### src/rtl/ins_fetch_if.sv
// ins_fetch_if
// Bundles every signal between the fetch unit and its surroundings:
// the program counter, the instruction ROM and the execute datapath.
//   start       : begin execution (environment -> fetch)
//   ins_address : current PC value (PC -> fetch)
//   rom_data    : ROM word {opcode, operand}, valid the cycle after rom_en
//   z_flag      : datapath zero flag, consulted by conditional jumps
//   ex_ready    : datapath accepts the instruction on offer
//   rom_en      : ROM read strobe
//   rom_addr    : ROM address, mirrors ins_address
//   ir_valid    : opcode/operand are on offer to the datapath
//   opcode      : latched instruction opcode
//   operand     : latched instruction operand
//   pc_inc      : one-cycle PC increment pulse
//   pc_load     : one-cycle PC load pulse
//   pc_target   : PC load value, mirrors operand
//   finish      : execution halted
//   ins_count   : retired-instruction count, saturating
// The master modport is the fetch unit; slave is the environment side.
interface ins_fetch_if;
    logic        start;
    logic [7:0]  ins_address;
    logic [15:0] rom_data;
    logic        z_flag;
    logic        ex_ready;
    logic        rom_en;
    logic [7:0]  rom_addr;
    logic        ir_valid;
    logic [7:0]  opcode;
    logic [7:0]  operand;
    logic        pc_inc;
    logic        pc_load;
    logic [7:0]  pc_target;
    logic        finish;
    logic [15:0] ins_count;

    modport master (
        input  start, ins_address, rom_data, z_flag, ex_ready,
        output rom_en, rom_addr, ir_valid, opcode, operand,
               pc_inc, pc_load, pc_target, finish, ins_count
    );

    modport slave (
        output start, ins_address, rom_data, z_flag, ex_ready,
        input  rom_en, rom_addr, ir_valid, opcode, operand,
               pc_inc, pc_load, pc_target, finish, ins_count
    );
endinterface

### src/rtl/ins_fetch.sv
// ins_fetch
// Instruction fetch and sequencing unit. Reads the word at the current PC,
// latches it, resolves jumps/NOP/END locally, hands every other opcode to
// the datapath over a valid/ready handshake and then issues exactly one
// PC increment or load pulse. Minimum CPI is 4 with an always-ready datapath.
// Ports:
//   clk   : single clock, all state changes on its rising edge
//   reset : synchronous, active-high; returns to IDLE with outputs cleared
//   bus   : ins_fetch_if.master carrying the PC, ROM and datapath signals
// Optional build macro ILLEGAL_OP_TRAP_EN: when defined, opcodes 8'hF3..8'hFE
// halt the unit without retiring; when undefined they are forwarded as
// ordinary instructions.
module ins_fetch #(
    parameter logic [7:0] END_OP   = 8'hFF,
    parameter logic [7:0] JMP_OP   = 8'hF0,
    parameter logic [7:0] JMPZ_OP  = 8'hF1,
    parameter logic [7:0] JMPNZ_OP = 8'hF2,
    parameter logic [7:0] NOP_OP   = 8'h00
) (
    input  logic          clk,
    input  logic          reset,
    ins_fetch_if.master   bus
);

    typedef enum logic [2:0] {
        IDLE, FETCH, LATCH, DECODE, UPDATE, HALT
    } state_t;

    state_t      state;
    state_t      state_next;
    logic [7:0]  opcode_q;
    logic [7:0]  operand_q;
    logic        load_sel;
    logic        load_sel_next;
    logic [15:0] count_q;
    logic        count_en;
    logic        ir_valid;

    logic        is_end;
    logic        is_jmp;
    logic        is_jmpz;
    logic        is_jmpnz;
    logic        is_nop;
    logic        is_illegal;

    // Opcode classification of the latched instruction word.
    assign is_end   = (opcode_q == END_OP);
    assign is_jmp   = (opcode_q == JMP_OP);
    assign is_jmpz  = (opcode_q == JMPZ_OP);
    assign is_jmpnz = (opcode_q == JMPNZ_OP);
    assign is_nop   = (opcode_q == NOP_OP);
`ifdef ILLEGAL_OP_TRAP_EN
    assign is_illegal = (opcode_q >= 8'hF3) && (opcode_q <= 8'hFE);
`else
    assign is_illegal = 1'b0;
`endif

    // Next-state logic. Control opcodes are checked before the illegal
    // range so an overridden END/JMP value inside that range still works.
    // load_sel is decided in DECODE and consumed one cycle later in UPDATE.
    always_comb begin
        state_next    = state;
        load_sel_next = load_sel;
        count_en      = 1'b0;
        ir_valid      = 1'b0;
        case (state)
            IDLE: begin
                if (bus.start) begin
                    state_next = FETCH;
                end
            end
            FETCH: state_next = LATCH;
            LATCH: state_next = DECODE;
            DECODE: begin
                if (is_end) begin
                    state_next = HALT;
                    count_en   = 1'b1;
                end else if (is_jmp) begin
                    state_next    = UPDATE;
                    load_sel_next = 1'b1;
                end else if (is_jmpz) begin
                    state_next    = UPDATE;
                    load_sel_next = bus.z_flag;
                end else if (is_jmpnz) begin
                    state_next    = UPDATE;
                    load_sel_next = ~bus.z_flag;
                end else if (is_nop) begin
                    state_next    = UPDATE;
                    load_sel_next = 1'b0;
                end else if (is_illegal) begin
                    state_next = HALT;
                end else begin
                    ir_valid = 1'b1;
                    if (bus.ex_ready) begin
                        state_next    = UPDATE;
                        load_sel_next = 1'b0;
                    end
                end
            end
            UPDATE: begin
                count_en   = 1'b1;
                state_next = FETCH;
            end
            HALT: state_next = HALT;
            default: state_next = IDLE;
        endcase
    end

    // State, instruction register and saturating retire counter.
    // The instruction word is captured on the edge that ends LATCH, which is
    // when the one-cycle-latency ROM presents the fetched word.
    always_ff @(posedge clk) begin
        if (reset) begin
            state     <= IDLE;
            opcode_q  <= 8'h00;
            operand_q <= 8'h00;
            load_sel  <= 1'b0;
            count_q   <= 16'h0000;
        end else begin
            state    <= state_next;
            load_sel <= load_sel_next;
            if (state == LATCH) begin
                opcode_q  <= bus.rom_data[15:8];
                operand_q <= bus.rom_data[7:0];
            end
            if (count_en && (count_q != 16'hFFFF)) begin
                count_q <= count_q + 16'h0001;
            end
        end
    end

    // Outputs decode directly from state so every pulse is exactly one cycle.
    assign bus.rom_en    = (state == FETCH);
    assign bus.rom_addr  = bus.ins_address;
    assign bus.ir_valid  = ir_valid;
    assign bus.opcode    = opcode_q;
    assign bus.operand   = operand_q;
    assign bus.pc_inc    = (state == UPDATE) && !load_sel;
    assign bus.pc_load   = (state == UPDATE) && load_sel;
    assign bus.pc_target = operand_q;
    assign bus.finish    = (state == HALT);
    assign bus.ins_count = count_q;

endmodule

### src/flat_wrapper.sv
// flat-port wrapper written by rule: the top's interface ports become plain ports
module ins_fetch_flat 
#(
    parameter logic [7:0] END_OP   = 8'hFF,
    parameter logic [7:0] JMP_OP   = 8'hF0,
    parameter logic [7:0] JMPZ_OP  = 8'hF1,
    parameter logic [7:0] JMPNZ_OP = 8'hF2,
    parameter logic [7:0] NOP_OP   = 8'h00
)
  (clk, reset, bus_start, bus_ins_address, bus_rom_data, bus_z_flag, bus_ex_ready, bus_rom_en, bus_rom_addr, bus_ir_valid, bus_opcode, bus_operand, bus_pc_inc, bus_pc_load, bus_pc_target, bus_finish, bus_ins_count);
  ins_fetch_if bus_i ();
  input  logic clk;
  input  logic reset;
  input wire logic [$bits(bus_i.start)-1:0] bus_start;
  input wire logic [$bits(bus_i.ins_address)-1:0] bus_ins_address;
  input wire logic [$bits(bus_i.rom_data)-1:0] bus_rom_data;
  input wire logic [$bits(bus_i.z_flag)-1:0] bus_z_flag;
  input wire logic [$bits(bus_i.ex_ready)-1:0] bus_ex_ready;
  output wire logic [$bits(bus_i.rom_en)-1:0] bus_rom_en;
  output wire logic [$bits(bus_i.rom_addr)-1:0] bus_rom_addr;
  output wire logic [$bits(bus_i.ir_valid)-1:0] bus_ir_valid;
  output wire logic [$bits(bus_i.opcode)-1:0] bus_opcode;
  output wire logic [$bits(bus_i.operand)-1:0] bus_operand;
  output wire logic [$bits(bus_i.pc_inc)-1:0] bus_pc_inc;
  output wire logic [$bits(bus_i.pc_load)-1:0] bus_pc_load;
  output wire logic [$bits(bus_i.pc_target)-1:0] bus_pc_target;
  output wire logic [$bits(bus_i.finish)-1:0] bus_finish;
  output wire logic [$bits(bus_i.ins_count)-1:0] bus_ins_count;
  assign bus_i.start = bus_start;
  assign bus_i.ins_address = bus_ins_address;
  assign bus_i.rom_data = bus_rom_data;
  assign bus_i.z_flag = bus_z_flag;
  assign bus_i.ex_ready = bus_ex_ready;
  assign bus_rom_en = bus_i.rom_en;
  assign bus_rom_addr = bus_i.rom_addr;
  assign bus_ir_valid = bus_i.ir_valid;
  assign bus_opcode = bus_i.opcode;
  assign bus_operand = bus_i.operand;
  assign bus_pc_inc = bus_i.pc_inc;
  assign bus_pc_load = bus_i.pc_load;
  assign bus_pc_target = bus_i.pc_target;
  assign bus_finish = bus_i.finish;
  assign bus_ins_count = bus_i.ins_count;
  ins_fetch #(.END_OP(END_OP), .JMP_OP(JMP_OP), .JMPZ_OP(JMPZ_OP), .JMPNZ_OP(JMPNZ_OP), .NOP_OP(NOP_OP)) u_core (.clk(clk), .reset(reset), .bus(bus_i));
endmodule
### config.mk
export PLATFORM = sky130hd
export DESIGN_NAME = ins_fetch_flat
export DESIGN_NICKNAME = d
export VERILOG_FILES = /design/src/rtl/ins_fetch_if.sv /design/src/rtl/ins_fetch.sv /design/src/flat_wrapper.sv
export SDC_FILE = /design/constraint.sdc
export NUM_CORES = 1
export LEC_CHECK = 0
export CAP_MARGIN = 20
export CORE_ASPECT_RATIO = 0.8
export CORE_UTILIZATION = 38
export CTS_CLUSTER_DIAMETER = 30
export DETAILED_ROUTE_END_ITERATION = 7
export GPL_TIMING_DRIVEN = 1
export PLACE_DENSITY = 0.77
export RECOVER_POWER = 25
export SYNTH_ARGS = -nofsm -noshare
export SYNTH_HDL_FRONTEND = slang
export SYNTH_SLANG_ARGS = --single-unit
### constraint.sdc
create_clock -name clk -period 2 [get_ports clk]
set_clock_uncertainty 0.05 [all_clocks]
set_input_delay 0.2 -clock clk [delete_from_list [all_inputs] [get_ports clk]]
set_output_delay 0.2 -clock clk [all_outputs]
set_load 0.05 [all_outputs]
* After elaboration in Yosys (flattened, before gate mapping)
Index checks and enable logic that the tools add are counted.
Storage, ports and cells: register bits 36, input port bits 29, word-level logic and storage cells 50
Operators by class: $add $sub $neg 1, eq/ne operators 12, muxes and demuxes 21, bitwise operators 2, reduce and logical (&&, ||, !) cells 9
Operators with widths (count):
- $eq A8 B8 Y1 const B | 4
- $mux W3 | 7
- $pmux W3 S6 | 1
- $add A16 B1 Y16 const B | 1
- $ne A16 B16 Y1 const B | 1
- $mux W1 | 12
- $logic_not A8 Y1 | 1
- $ne A7 B2 Y1 const B | 1
- $eq A3 B2 Y1 const B | 2
- $eq A3 B3 Y1 const B | 2
- $reduce_bool A5 Y1 | 1
- $eq A3 B1 Y1 const B | 1
- $logic_and A1 B1 Y1 | 3
- $logic_not A3 Y1 | 1
- $reduce_and A3 Y1 | 1
- $ne A2 B2 Y1 const B | 1
- $not A1 Y1 | 2
- $pmux W1 S2 | 1
- $reduce_and A2 Y1 | 1
- $logic_not A1 Y1 | 1

* Depth between registers and ports, before layout
depth in word-level cells 7, gate-level depth with buffers 7, gate-level depth less buffers 5

* Least setup slack after synthesis
Ideal clock, no wire load.
path kind register to register, start point register u_core.count_q[0], in the netlist u_core.bus.ins_count[0], end point register u_core.count_q[13], in the netlist u_core.bus.ins_count[13], library setup time 123 ps, data arrival time 2188 ps, required time 1827 ps, setup slack -361 ps, stages on the path, launching flop included 7, clock period less this slack 2361 ps, path through dfxtp_1 ha_1 nand4_1 nor4_4 buf_2 nor4_1 mux2_1
Between the ends: longest elaborated chain between the ends 2
Ends and longest elaborated chain:
- start, declared | RTL line ins_fetch.sv:35 | logic [15:0] count_q;
- start signal, assigned | RTL line ins_fetch.sv:127 | count_q <= count_q + 16'h0001;
- parallel branches: the longest is 2 deep, another holds $add A16 B1 Y16
Several ways; the timed one is not identified. A chain may end at the register's enable or synchronous reset.

* Final worst setup path
start point register u_core.opcode_q[7], in the netlist u_core.bus.opcode[7], end point register u_core.count_q[11], in the netlist u_core.bus.ins_count[11]
Between the ends: longest elaborated chain between the ends 4
Ends and longest elaborated chain:
- start, declared | RTL line ins_fetch.sv:31 | logic [7:0] opcode_q;
- start signal, assigned | RTL line ins_fetch.sv:123 | opcode_q <= bus.rom_data[15:8];
- $eq A8 B8 Y1 | RTL line ins_fetch.sv:47 | assign is_end = (opcode_q == END_OP);
- $mux W1 | RTL line ins_fetch.sv:75 | if (is_end) begin
- $pmux W1 S2 | RTL line ins_fetch.sv:66 | case (state)
- $logic_and A1 B1 Y1 | RTL line ins_fetch.sv:126 | if (count_en && (count_q != 16'hFFFF)) begin
Every way passes these cells.

==> qor.yml <==
outcome:
  run_status: "completed"
logic_synthesis:
  synth_edf_count: 0
  post_synth_inst_count: 238
  synth_async_sr_flop_share_pct: 0
  syn_area_um2: 1917
  ys_ff_latch: 36
  syn_nets: 268
  avgSynthCellArea_um2: 8.054
  ys_seq_area_share_pct: 37.60
  synth_warnings: 0
  synthDistinctLibCells: 43
  ys_dominant_reg_cell: "dfxtp_1"
cells_and_area:
  drive_above_1_share_pct: 17.87
  nNetsFinal: 320
  multiInputGateArea_um2: 1011
  diodes: 0
  final_cell_area_um2: 2695
  regArea_um2: 769.5
  synthToLayoutAreaGrowth_pct: 40.60
  fillCellCount: 433
clock_tree:
  post-cts-setup-buffers: 0
  cts_htree_levels: 2
  ctsHoldBuffers: 0
  cts_root_buf: "clkbuf_8"
  tritoncts: "yes"
  clockBufferDepth: 2
  clkSinkCount: 36
  cts_buffers: 5
  path_clk_slew_ns: 0.08
  clk_latency_ns: 0.29
global_route:
  overflow: 0
  grt_pass1_wl_mm: 7.245
  antenna_found_initial: 0
  grtUsageTotal_pct: 17.52
  grt_pass1_vias: 1618
  grt_max_degree: 33
min_path:
  hold_class: "in2out"
power_and_ir_drop:
  vdd.ir_drop.worst_v: 0.0005222
  power_leakage_nw: 0.9735
  power_density_nw_per_um2: 670.2
  power_w: 0.001806
routing:
  drtAntennaViolNets: 0
  drt_wl_total_mm: 4.532
  drc: 0
  wl_per_cell_um: 12.91
  vias_per_cell: 5.168
  vias: 1814
  drt-initial-drc-count: 48
  first_pass_iters: 4
worst_setup_path:
  rr_endpoint: "u_core.bus.ins_count[11]$_SDFFE_PP0P_"
  start_kind: "flip-flop"
  cp.required_ns: 2.12
  crit_slowest_cell: "o31a_4"
  cp-startpoint: "u_core.bus.opcode[7]$_SDFFE_PP0P_"
  rr_startpoint: "u_core.bus.opcode[7]$_SDFFE_PP0P_"
  crit_fanout: 26
  endpoint: "u_core.bus.ins_count[11]$_SDFFE_PP0P_"
  path_delay_family: "simple AND/OR/NAND/NOR gates"
  cp-end-kind: "flip-flop"
  r2r_setup_slack_ns: 0.09
  worstPathCellList: "nand4_1, o31a_4, nor4_1, mux2_2"
  critPathBufInv: 0
  cp.depth: 4
  slowest_delay_ns: 0.50
  worstPathArrival_ns: 2.03
  rr_worst_depth: 4
  worstSetupPathType: "reg2reg"
floorplan:
  ios: 82
  coreArea_um2: 4707
  rows: 22
  start_util_pct: 40.72
  die_area_um2: 5334
  die_h_um: 65.53
  die_w_um: 81.41
sta:
  setup_viol: 0
  final.min_clock_period_ns: 1.908
  finalCritPeriodShare_pct: 95.39
  max_freq_mhz: 524.2
  rsz0062_at_grt: "no"
  setup_tns_ns: 0
  slew_violations: 0
  hold_viol: 0
  max_slew_margin_pct: 63.84
  worstMarginPinSlew_ns: 0.5410
place:
  gp_congestion: 0.7852
  dp_hpwl_mm: 3.175
  placed_area_um2: 2582
  port_buffers: 65
run:
  cap_viol_max_count: 0
==> how the worst min path moves through the flow <==
stage / startpoint / to / cells after the start
floorplan: bus_rom_data[12] / u_core.bus.opcode[4]$_SDFFE_PP0P_ / 2
global placement: bus_ins_address[0] / bus_rom_addr[0] / 0
detailed placement: bus_ins_address[0] / bus_rom_addr[0] / 0
CTS: bus_ins_address[0] / bus_rom_addr[0] / 0
global route: bus_ins_address[4] / bus_rom_addr[4] / 0
finish: bus_ins_address[2] / bus_rom_addr[2] / 0
==> metrics by stage <==
stage / utilization, % / setup slack [ns] / instances / hold WS [ns]
2_1_floorplan: - / 0.007725 / 238 / 0.2756
3_3_place_gp: 54.86 / 0.1182 / 343 / 0.3503
3_5_place_dp: 54.86 / 0.09649 / 343 / 0.3503
4_1_cts: 56.99 / 0.07459 / 351 / 0.3503
5_1_grt: 57.26 / 0.005100 / 351 / 0.3501
6_report: 57.26 / 0.09226 / 351 / 0.3500
==> layer usage <==
layer / vias to the layer above / routed length (um) / track usage [%]
met5: - / 0 / 0
met4: 0 / 34 / 6.027
met3: 2 / 287 / 5.833
met2: 42 / 1938 / 27.08
met1: 828 / 2273 / 22.58
li1: 942 / - / -
==> flip-flops by register name (all words and copies together) (netlist names) <==
register,flops
u_core.bus.opcode,8
u_core.bus.ins_count,16
u_core.bus.operand,8
u_core.state,3
u_core.load_sel,1
==> cell type report <==
class                      instances  share of cell area, %
multi-input combinational        169                  37.51
tap                               60                  2.786
clock buffer                       8                  3.714
inverter                           4                 0.5571
sequential                        36                  28.55
timing repair buffer              74                  26.88
==> logic make-up after synthesis <==
| group | after synthesis | share of synthesized area (%) |
|---|---|---|
| AND/OR/NAND/NOR | 109 | 30.03 |
| AO/OA/AOI/OAI | 50 | 16.06 |
| flip-flops | 36 | 37.60 |
| buffers and inverters | 33 | 10.64 |
| multiplexers | 8 | 4.569 |
| XOR/XNOR | 1 | 0.4570 |
| adder cells (fa/ha/maj) | 1 | 0.6526 |
==> Yosys cell counts, types with 2 or more instances <==
cell	count	share of area, %
nand3_1	6	1.6
dfxtp_1	36	38
o31ai_1	6	2.3
and3_1	3	0.98
buf_2	4	1.0
a21oi_1	28	7.3
and4_1	3	1.4
nand3b_1	2	0.78
buf_4	16	6.3
buf_6	2	1.2
nor2b_1	7	2.3
mux2_2	4	2.3
mux2_1	2	1.2
nor3_1	4	1.0
or3_1	2	0.65
nand2_1	39	7.6
nor4_1	4	1.3
clkbuf_1	7	1.4
a211oi_1	2	0.78
nor2_1	16	3.1
o21ai_0	5	1.3
nand4_1	8	2.6
nand2b_1	2	0.65
mux2i_1	2	1.0
or4_1	7	2.7
inv_1	4	0.78
==> layout by cell type, fill, tap and decap left out, drive strengths merged, types with 3 or more instances in the layout <==
| cell type | count |
|---|---|
| nand3 | 6 |
| nor4 | 5 |
| nand4 | 8 |
| mux2 | 6 |
| nor2b | 7 |
| dfxtp | 36 |
| nor3 | 4 |
| and4 | 3 |
| buf | 12 |
| clkdlybuf4s50 | 60 |
| o21ai | 5 |
| inv | 4 |
| clkbuf | 10 |
| or4 | 7 |
| o31ai | 6 |
| nor2 | 16 |
| a21oi | 28 |
| and3 | 3 |
| nand2 | 39 |
==> power by group <==
group / internal [W] / switching (W) / leakage [nW]
sequential: 0.000750 / 0.0000338 / 0.305
clock: 0.000314 / 0.000247 / 0.0515
combinational: 0.000172 / 0.000289 / 0.617
==> what timing repair did <==
item,in CTS,in global routing
setup endpoints to repair,0,3
endpoints found under the hold margin,0,0
resized for setup,0,3
No activity file was read; power rests on OpenSTA's default activity.
